===== config.mk =====
export PLATFORM = sky130hd
export DESIGN_NAME = irq_ctrl_multi
export DESIGN_NICKNAME = d
export VERILOG_FILES = /design/src/rtl/irq_ctrl_pkg.sv /design/src/rtl/irq_ctrl_channel.sv /design/src/rtl/irq_ctrl_multi.sv
export SDC_FILE = /design/constraint.sdc
export NUM_CORES = 1
export LEC_CHECK = 0
export ABC_CLOCK_PERIOD_IN_PS = 3200
export CAP_MARGIN = 25
export CORE_MARGIN = 1.5
export CORE_UTILIZATION = 47
export CTS_CLUSTER_DIAMETER = 40
export DETAILED_ROUTE_END_ITERATION = 10
export PLACE_DENSITY = 0.77
export RECOVER_POWER = 25
export SLEW_MARGIN = 5
export SYNTH_ARGS = -nofsm -noshare
export SYNTH_HDL_FRONTEND = slang
export SYNTH_SLANG_ARGS = --single-unit

===== constraint.sdc =====
create_clock -name sys_clk_i -period 3.2 [get_ports sys_clk_i]
set_clock_uncertainty 0.1 [all_clocks]
set_input_delay 0.8 -clock sys_clk_i [delete_from_list [all_inputs] [get_ports sys_clk_i]]
set_output_delay 0.8 -clock sys_clk_i [all_outputs]
set_load 0.02 [all_outputs]

===== src/rtl/irq_ctrl_pkg.sv =====
// Shared constants and helpers for the multi-channel interrupt aggregator.
package irq_ctrl_pkg;

    localparam logic IRQ_MODE_EDGE  = 1'b0;
    localparam logic IRQ_MODE_LEVEL = 1'b1;

    localparam int IRQ_ID_W = 5;

    // Saturation value of a pending counter of the given width.
    function automatic int unsigned cnt_max(input int unsigned w);
        return (32'd1 << w) - 32'd1;
    endfunction

endpackage


===== src/rtl/irq_ctrl_channel.sv =====
// One interrupt channel: event synchroniser, rise detect, saturating pending
// counter and sticky overflow flag.
module irq_ctrl_channel
    import irq_ctrl_pkg::*;
#(
    parameter int CNT_W       = 5,
    parameter int SYNC_STAGES = 2
) (
    input  logic             sys_clk_i,
    input  logic             rstn_i,
    input  logic             event_i,
    input  logic             mode_i,
    input  logic             enable_i,
    input  logic             global_en_i,
    input  logic             clear_i,
    input  logic             ovf_clr_i,
    output logic             pending_o,
    output logic [CNT_W-1:0] count_o,
    output logic             overflow_o
);

    localparam logic [CNT_W-1:0] CNT_MAX = CNT_W'(cnt_max(CNT_W));

    logic [SYNC_STAGES-1:0] sync_q;
    logic                   hist_q;
    logic                   sync_out;
    logic                   rise;
    logic                   inc;
    logic                   dec;
    logic                   cnt_nz;
    logic                   ovf_set;
    logic [CNT_W-1:0]       cnt_q;
    logic [CNT_W-1:0]       cnt_d;

    always_ff @(posedge sys_clk_i or negedge rstn_i) begin
        if (!rstn_i) begin
            sync_q <= '0;
            hist_q <= 1'b0;
        end else begin
            sync_q <= {sync_q[SYNC_STAGES-2:0], event_i};
            hist_q <= sync_q[SYNC_STAGES-1];
        end
    end

    assign sync_out = sync_q[SYNC_STAGES-1];
    assign rise     = sync_out & ~hist_q;
    assign cnt_nz   = (cnt_q != '0);
    assign inc      = rise & enable_i & global_en_i & (mode_i == IRQ_MODE_EDGE);
    assign dec      = clear_i & cnt_nz & (mode_i == IRQ_MODE_EDGE);
    assign ovf_set  = inc & ~dec & (cnt_q == CNT_MAX);

    // A simultaneous event and acknowledge cancel; level mode parks the count at 0.
    always_comb begin
        cnt_d = cnt_q;
        if (mode_i == IRQ_MODE_LEVEL) begin
            cnt_d = '0;
        end else if (inc && !dec) begin
            if (cnt_q != CNT_MAX) begin
                cnt_d = cnt_q + CNT_W'(1);
            end
        end else if (dec && !inc) begin
            cnt_d = cnt_q - CNT_W'(1);
        end
    end

    always_ff @(posedge sys_clk_i or negedge rstn_i) begin
        if (!rstn_i) begin
            cnt_q      <= '0;
            overflow_o <= 1'b0;
        end else begin
            cnt_q <= cnt_d;
            if (ovf_set) begin
                overflow_o <= 1'b1;
            end else if (ovf_clr_i) begin
                overflow_o <= 1'b0;
            end
        end
    end

    assign pending_o = (mode_i == IRQ_MODE_LEVEL) ? (sync_out & enable_i & global_en_i) : cnt_nz;
    assign count_o   = cnt_q;

endmodule


===== src/rtl/irq_ctrl_multi.sv =====
// N-channel interrupt aggregator with registered irq_o.
// Define IRQ_ID_EN to add the registered lowest-pending-channel ID outputs.
module irq_ctrl_multi
    import irq_ctrl_pkg::*;
#(
    parameter int NUM_CH      = 8,
    parameter int CNT_W       = 5,
    parameter int SYNC_STAGES = 2
) (
    input  logic                    sys_clk_i,
    input  logic                    rstn_i,
    input  logic [NUM_CH-1:0]       event_i,
    input  logic [NUM_CH-1:0]       mode_i,
    input  logic [NUM_CH-1:0]       enable_i,
    input  logic                    global_en_i,
    input  logic [NUM_CH-1:0]       clear_i,
    input  logic                    ovf_clr_i,
    output logic [NUM_CH-1:0]       pending_o,
    output logic [NUM_CH*CNT_W-1:0] count_o,
    output logic [NUM_CH-1:0]       overflow_o,
`ifdef IRQ_ID_EN
    output logic [IRQ_ID_W-1:0]     irq_id_o,
    output logic                    irq_id_vld_o,
`endif
    output logic                    irq_o
);

    logic [NUM_CH-1:0] req;

    for (genvar i = 0; i < NUM_CH; i++) begin : g_ch
        irq_ctrl_channel #(
            .CNT_W       (CNT_W),
            .SYNC_STAGES (SYNC_STAGES)
        ) u_ch (
            .sys_clk_i   (sys_clk_i),
            .rstn_i      (rstn_i),
            .event_i     (event_i[i]),
            .mode_i      (mode_i[i]),
            .enable_i    (enable_i[i]),
            .global_en_i (global_en_i),
            .clear_i     (clear_i[i]),
            .ovf_clr_i   (ovf_clr_i),
            .pending_o   (pending_o[i]),
            .count_o     (count_o[i*CNT_W +: CNT_W]),
            .overflow_o  (overflow_o[i])
        );
    end

    // Disabled edge channels keep their count but are masked here.
    assign req = pending_o & enable_i;

    always_ff @(posedge sys_clk_i or negedge rstn_i) begin
        if (!rstn_i) begin
            irq_o <= 1'b0;
        end else begin
            irq_o <= (|req) & global_en_i;
        end
    end

`ifdef IRQ_ID_EN
    logic [IRQ_ID_W-1:0] id_d;
    logic                vld_d;

    always_comb begin
        id_d = '0;
        for (int i = NUM_CH - 1; i >= 0; i--) begin
            if (req[i]) begin
                id_d = IRQ_ID_W'(i);
            end
        end
        vld_d = (|req) & global_en_i;
    end

    always_ff @(posedge sys_clk_i or negedge rstn_i) begin
        if (!rstn_i) begin
            irq_id_o     <= '0;
            irq_id_vld_o <= 1'b0;
        end else begin
            irq_id_vld_o <= vld_d;
            if (vld_d) begin
                irq_id_o <= id_d;
            end
        end
    end
`endif

endmodule


==> results of run 1 <==
-- cell families after synthesis --
logic type      after synthesis  share of synthesized area
simple gates                170                      0.197
buf+inv                      39                     0.0441
compound gates              124                      0.203
fa+ha+maj                    40                      0.119
flops                        73                      0.388
mux                           4                    0.00956
xor+xnor                     21                     0.0390
-- registers in the layout, indices dropped and copies added (netlist names) --
signal,count
g_ch.u_ch.count_o,40
g_ch.u_ch.hist_q,8
g_ch.u_ch.overflow_o,8
g_ch.u_ch.sync_q,16
irq_o,1
-- metal layers --
metal  vias up  GRT usage  share of wire
met3        20     0.0569          0.053
met2       136      0.392           0.49
met4         0     0.0707          0.021
met5         -          0              0
li1       2059          -              -
met1      2031      0.298           0.43
-- Yosys cell counts (8+ instances only) --
cell type | number | area share
fa_1 | 8 | 0.034
nor2_1 | 26 | 0.021
nand3_1 | 23 | 0.024
inv_1 | 13 | 0.010
nor3_1 | 10 | 0.011
nor2b_1 | 10 | 0.013
clkbuf_1 | 8 | 0.0064
o21ai_0 | 16 | 0.017
nand2_1 | 35 | 0.028
nand4b_1 | 8 | 0.015
xnor2_1 | 18 | 0.033
buf_4 | 16 | 0.025
a31oi_1 | 8 | 0.011
or2_2 | 9 | 0.012
ha_1 | 32 | 0.085
o31ai_1 | 20 | 0.032
dfrtp_1 | 73 | 0.39
a21oi_1 | 16 | 0.017
a21o_1 | 15 | 0.024
o22ai_1 | 11 | 0.015
nand2b_1 | 8 | 0.011
-- area by class of cell --
cell class,instances,area (µm²),area share
clock inverters,6,65.1,0.00993
clock buffers,10,138,0.0210
flip-flops and latches,73,1830,0.279
multi-input cells,359,2740,0.418
inverters,13,48.8,0.00745
repair buffers,178,1570,0.239
well taps,133,166,0.0254
-- final timing paths --
check,from,end,cells after the start
max in group asynchronous,rstn_i,g_ch[2].u_ch.count_o[3],2
worst max-delay path,enable_i[5],g_ch[5].u_ch.count_o[4],12
min in group sys_clk_i,g_ch[6].u_ch.sync_q[0],g_ch[6].u_ch.sync_q[1],0
worst min register to register,g_ch[6].u_ch.sync_q[0],g_ch[6].u_ch.sync_q[1],0
worst min-delay path,rstn_i,g_ch[1].u_ch.count_o[2],1
worst max register to register,g_ch[5].u_ch.count_o[4],g_ch[5].u_ch.count_o[4],11
-- metrics by stage --
step           area [µm²]  instances  hold WS, ns
2_1_floorplan        4720        471        0.231
3_3_place_gp         6280        754        0.233
3_5_place_dp         6280        754        0.235
4_1_cts              6490        770        0.253
5_1_grt              6550        772        0.232
6_report             6550        772        0.231
-- timing repair --
item	CTS	global route
pin swaps	0	4
endpoints found under the setup margin	9	8
gates cloned	0	0
setup buffers	0	1
gates resized for setup	10	15
hold buffers	0	0
-- critical path, delay by kind of cell --
kind,cells,cell delay [ns]
fa+ha+maj,1,0.31
buf+inv,3,0.81
simple gates,5,0.79
compound gates,3,0.43
-- where the power goes --
| part | switching [µW] | internal (µW) | leakage [µW] |
|---|---|---|---|
| logic | 1430 | 1560 | 0.00183 |
| registers | 378 | 1140 | 0.000917 |
| clock network | 371 | 383 | 0.000103 |
| total | 2180 | 3080 | 0.00285 |
==> flow_summary_export.csv, run 1 <==
group,metric,value,unit
power,p_per_area,802,mW/mm²
route,wire_per_inst,15.3,µm
yosys,synth_edf_count,0,
global_route,grtUsageTotal,0.233,
job,drv_cap,1,
timing,hold_viol,0,
route,finalWirelength,11.8,mm
yosys,ys_warn_count,0,
yosys,synth_ff_type,"dfrtp_1",
cts,cts.sinks,73,
yosys,ys_types,55,
timing,worst_pin_slew,1.68,ns
worst_setup_path,slowest_delay,0.52,ns
timing,slew_headroom,-0.121,
power,finalPower,5260,µW
cts,path_clk_slew,0.08,ns
cts,clock_path_buffers,2,
placement,post-place-ws,-0.443,ns
yosys,synth_area,0.00471,mm²
yosys,syn_area_per_cell,10.0,µm²
cts,cts-root-buf,"clkbuf_8",
layout,drive_above_1_share,0.227,
route,drt-initial-drc-count,131,
route,ant_nets,0,
route,via_per_inst,5.50,
placement,place_congestion,0.906,
layout,fillCellCount,785,
layout,mostFrequentLayoutCells,"84 x buf_4, 82 x clkdlybuf4s50_1, 73 x dfrtp_1, 35 x nand2_1, 31 x ha_1",
layout,area_growth,39.1,%
power,leakagePower,0.00285,µW
route,drcViolationCount,0,
timing,setup-tns-final,0,ns
layout,diodes,0,
timing,worst_slack,0.172,ns
timing,period_minus_slack,3.03,ns
timing,slew_violations,68,
cts,cts_tree,"done",
yosys,synth.yosys.seq_area_share,0.388,
layout,final_common_cell,"buf_4",
cts,htree_levels,3,
worst_setup_path,cp.arrival,3.14,ns
timing,min_period_over_period,0.946,
floorplan,core_area,0.00973,mm²
floorplan,start_util,0.484,
layout,fin_nets,710,
worst_setup_path,crit_slowest_cell,"clkdlybuf4s50_1",
worst_setup_path,cp.required,3.31,ns
global_route,grt_pass1_wl,19.2,mm
power,ir_drop,379,µV
timing,max_freq,0.330,GHz
floorplan,fp-row-count,36,
floorplan,dieArea,0.0106,mm²
yosys,async_flop_share,1.00,
cts,insertion_delay,0.34,ns
yosys,syn-num-nets,547,
worst_setup_path,cpMostUsedCell,"buf_4",
timing,rsz0062_at_grt,"no",
worst_setup_path,crit_fanout,4,
route,via_count,4246,
placement,dp_hpwl,8.90,mm
floorplan,die_y,103,µm
yosys,ys_ff_latch,73,
floorplan,fp.dieW,103,µm
worst_setup_path,worstSetupPathType,"input port to flop",
yosys,syn_inst,471,
global_route,grt_pass1_vias,4107,
worst_setup_path,crit_chain,"clkdlybuf4s50_1, nand3_1, nor2_2, nand2_1, or2_4, buf_4, ha_1, a21oi_2, buf_4, and4_1, a311oi_2, o211ai_1",
global_route,antenna_found_initial,0,
worst_setup_path,worst_setup_path_end_kind,"flop",
route,firstDrtPassIters,7,
cts,cts_buffers,9,
global_route,grt_max_degree,74,
floorplan,io-pin-count,93,
global_route,grt-ovfl-total,0,
worst_setup_path,crit_path_start_kind,"input port",
timing,setup_violations,0,
layout,postLayoutCoreUtil,0.673,
status,violations,"capacitance limit, slew limit",
placement,io_buffers,92,
status,status,"complete, but fails checks",
min_path,worstHoldPathType,"input port to asynchronous set/reset pin",
worst_setup_path,r2r_slack,0.20,ns
Note: power is estimated with default switching activity, not from simulation.
==> inputs of run 2 (changes only) <==
Settings changed: CORE_MARGIN 1.5 to 2.
==> run 2 against run 1 <==
  * The run still ends with capacitance limit, slew limit left
  * Combinational power up 1%
  * Worst setup slack got worse by 0.083 ns
  * Register-to-register slack got worse by 0.07 ns
  * Count of clock-buffer cells in the layout stayed put
  * Non-clock buffer count is 2 higher
==> flow_summary_export.csv, run 2 (synthesis gave the netlist of run 1 again) <==
group,metric,value,unit
floorplan,core_area,0.00973,mm²
worst_setup_path,crit_path_start_kind,"input port",
layout,fin_area,0.00656,mm²
worst_setup_path,worstSetupPathType,"input port to flop",
timing,whs,0.251,ns
floorplan,io-pin-count,93,
floorplan,die_y,104,µm
global_route,grtUsageTotal,0.231,
timing,setup_violations,0,
layout,diodes,0,
power,ir_drop,426,µV
timing,hold_viol,0,
global_route,grt_pass1_vias,4311,
cts,insertion_delay,0.35,ns
min_path,worstHoldPathType,"flop to flop",
layout,mostFrequentLayoutCells,"86 x buf_4, 82 x clkdlybuf4s50_1, 73 x dfrtp_1, 35 x nand2_1, 32 x ha_1",
timing,period_minus_slack,3.11,ns
route,finalWirelength,12.3,mm
timing,min_period_over_period,0.972,
job,drv_cap,1,
cts,clock_path_buffers,2,
floorplan,start_util,0.484,
placement,io_buffers,92,
global_route,grt_max_degree,74,
global_route,antenna_found_initial,0,
worst_setup_path,crit_chain,"clkdlybuf4s50_1, nand3_1, nor2_2, nand2_1, or2_2, fa_2, a21o_1, a21oi_2, a2111oi_0, a311oi_2, o211ai_1",
cts,cts.sinks,73,
timing,slew_violations,63,
route,wire_per_inst,15.9,µm
floorplan,fp.dieW,104,µm
layout,fillCellCount,795,
route,drt-initial-drc-count,174,
timing,slew_headroom,-0.0397,
status,status,"complete, but fails checks",
cts,cts_buffers,9,
placement,dp_hpwl,9.18,mm
cts,htree_levels,3,
placement,dpl_cell_area,0.00629,mm²
cts,path_clk_slew,0.07,ns
timing,setup-tns-final,0,ns
power,p_per_area,817,mW/mm²
route,via_count,4284,
timing,max_freq,0.321,GHz
global_route,grt-ovfl-total,0,
worst_setup_path,crit_slowest_cell,"clkdlybuf4s50_1",
cts,cts_tree,"done",
worst_setup_path,slowest_delay,0.52,ns
worst_setup_path,worst_setup_path_end_kind,"flop",
route,ant_nets,0,
floorplan,dieArea,0.0108,mm²
cts,post_cts_buffers,0,
power,leakagePower,0.00284,µW
floorplan,fp-row-count,36,
timing,worst_pin_slew,1.56,ns
worst_setup_path,cp.required,3.31,ns
layout,final_common_cell,"buf_4",
route,firstDrtPassIters,5,
layout,area_growth,39.3,%
status,violations,"capacitance limit, slew limit",
cts,cts-root-buf,"clkbuf_8",
route,drcViolationCount,0,
worst_setup_path,crit_fanout,3,
route,via_per_inst,5.53,
worst_setup_path,cp.arrival,3.22,ns
layout,drive_above_1_share,0.223,
layout,largest_register_ffs,40,
layout,fin_nets,712,
layout,postLayoutCoreUtil,0.675,
global_route,grt_pass1_wl,20.5,mm
placement,place_congestion,0.875,
run 2: cell count changes in the layout (fill, tap and decap cells not counted), sizes merged:
| cell | previous run | this run |
|---|---|---|
| buf | 85 | 87 |
| clkinv | 3 | 1 |
| clkinvlp | 1 | 3 |
| bufinv | 1 | 2 |
| dlygate4sd2 | 7 | 8 |
| dlymetal6s2s | 2 | 1 |
| inv | 14 | 13 |
run 2: critical path: cells and delay by family:
family | cells | cell delay [ns]
and+or+nand+nor | 4 | 0.62
buffers and inverters | 1 | 0.52
AOI/OAI and AO/OA | 5 | 0.91
adders and majority gates | 1 | 0.37
run 2: per-stage QoR:
step                total power [µW]  setup slack (ns)  cells
floorplan                       3270           0.00638    471
global placement                4360            -0.312    757
detailed placement              4510            -0.516    757
CTS                             5350           0.00538    773
global route                    5740          -0.00424    774
finish                          5360            0.0891    774
run 2: cell type report:
type,instances,area [µm²],area share
Multi-Input combinational cell,359,2720,0.415
Sequential cell,73,1830,0.278
Timing Repair Buffer,180,1570,0.239
Tap cell,133,166,0.0254
Clock buffer,10,138,0.0210
Clock inverter,6,91.3,0.0139
Inverter,13,48.8,0.00744
run 2: timing repair:
action	4_1_cts	5_1_grt
endpoints found under the setup margin	11	6
resized for setup	14	6
hold buffers	0	0
pin swaps	1	2
run 2: final timing paths:
kind	cells past startpoint	slack [ns]	from	end
min in group asynchronous	1	0.35	rstn_i	g_ch[6].u_ch.count_o[1]
max in group asynchronous	2	0.69	rstn_i	g_ch[7].u_ch.hist_q
worst min-delay path	0	0.25	g_ch[0].u_ch.sync_q[0]	g_ch[0].u_ch.sync_q[1]
worst max-delay path	11	0.09	enable_i[5]	g_ch[5].u_ch.count_o[4]
worst min register to register	0	0.25	g_ch[0].u_ch.sync_q[0]	g_ch[0].u_ch.sync_q[1]
worst max register to register	10	0.13	g_ch[5].u_ch.count_o[4]	g_ch[5].u_ch.count_o[4]
run 2: where the power goes:
part           internal, µW  total [µW]  switching [µW]  leakage, µW
Sequential             1140        1520             382     0.000917
Clock                   461         818             357     0.000105
Combinational          1560        3020            1460      0.00181
Total                  3160        5360            2200      0.00284
run 2: layer usage:
| metal | up-vias | GRT usage | wire, µm | share of wire |
|---|---|---|---|---|
| li1 | 2063 | - | - | - |
| met1 | 2081 | 0.297 | 5340 | 0.43 |
| met2 | 125 | 0.395 | 6190 | 0.50 |
| met3 | 15 | 0.0495 | 612 | 0.050 |
| met4 | 0 | 0.0666 | 134 | 0.011 |
| met5 | - | 0 | 0 | 0 |
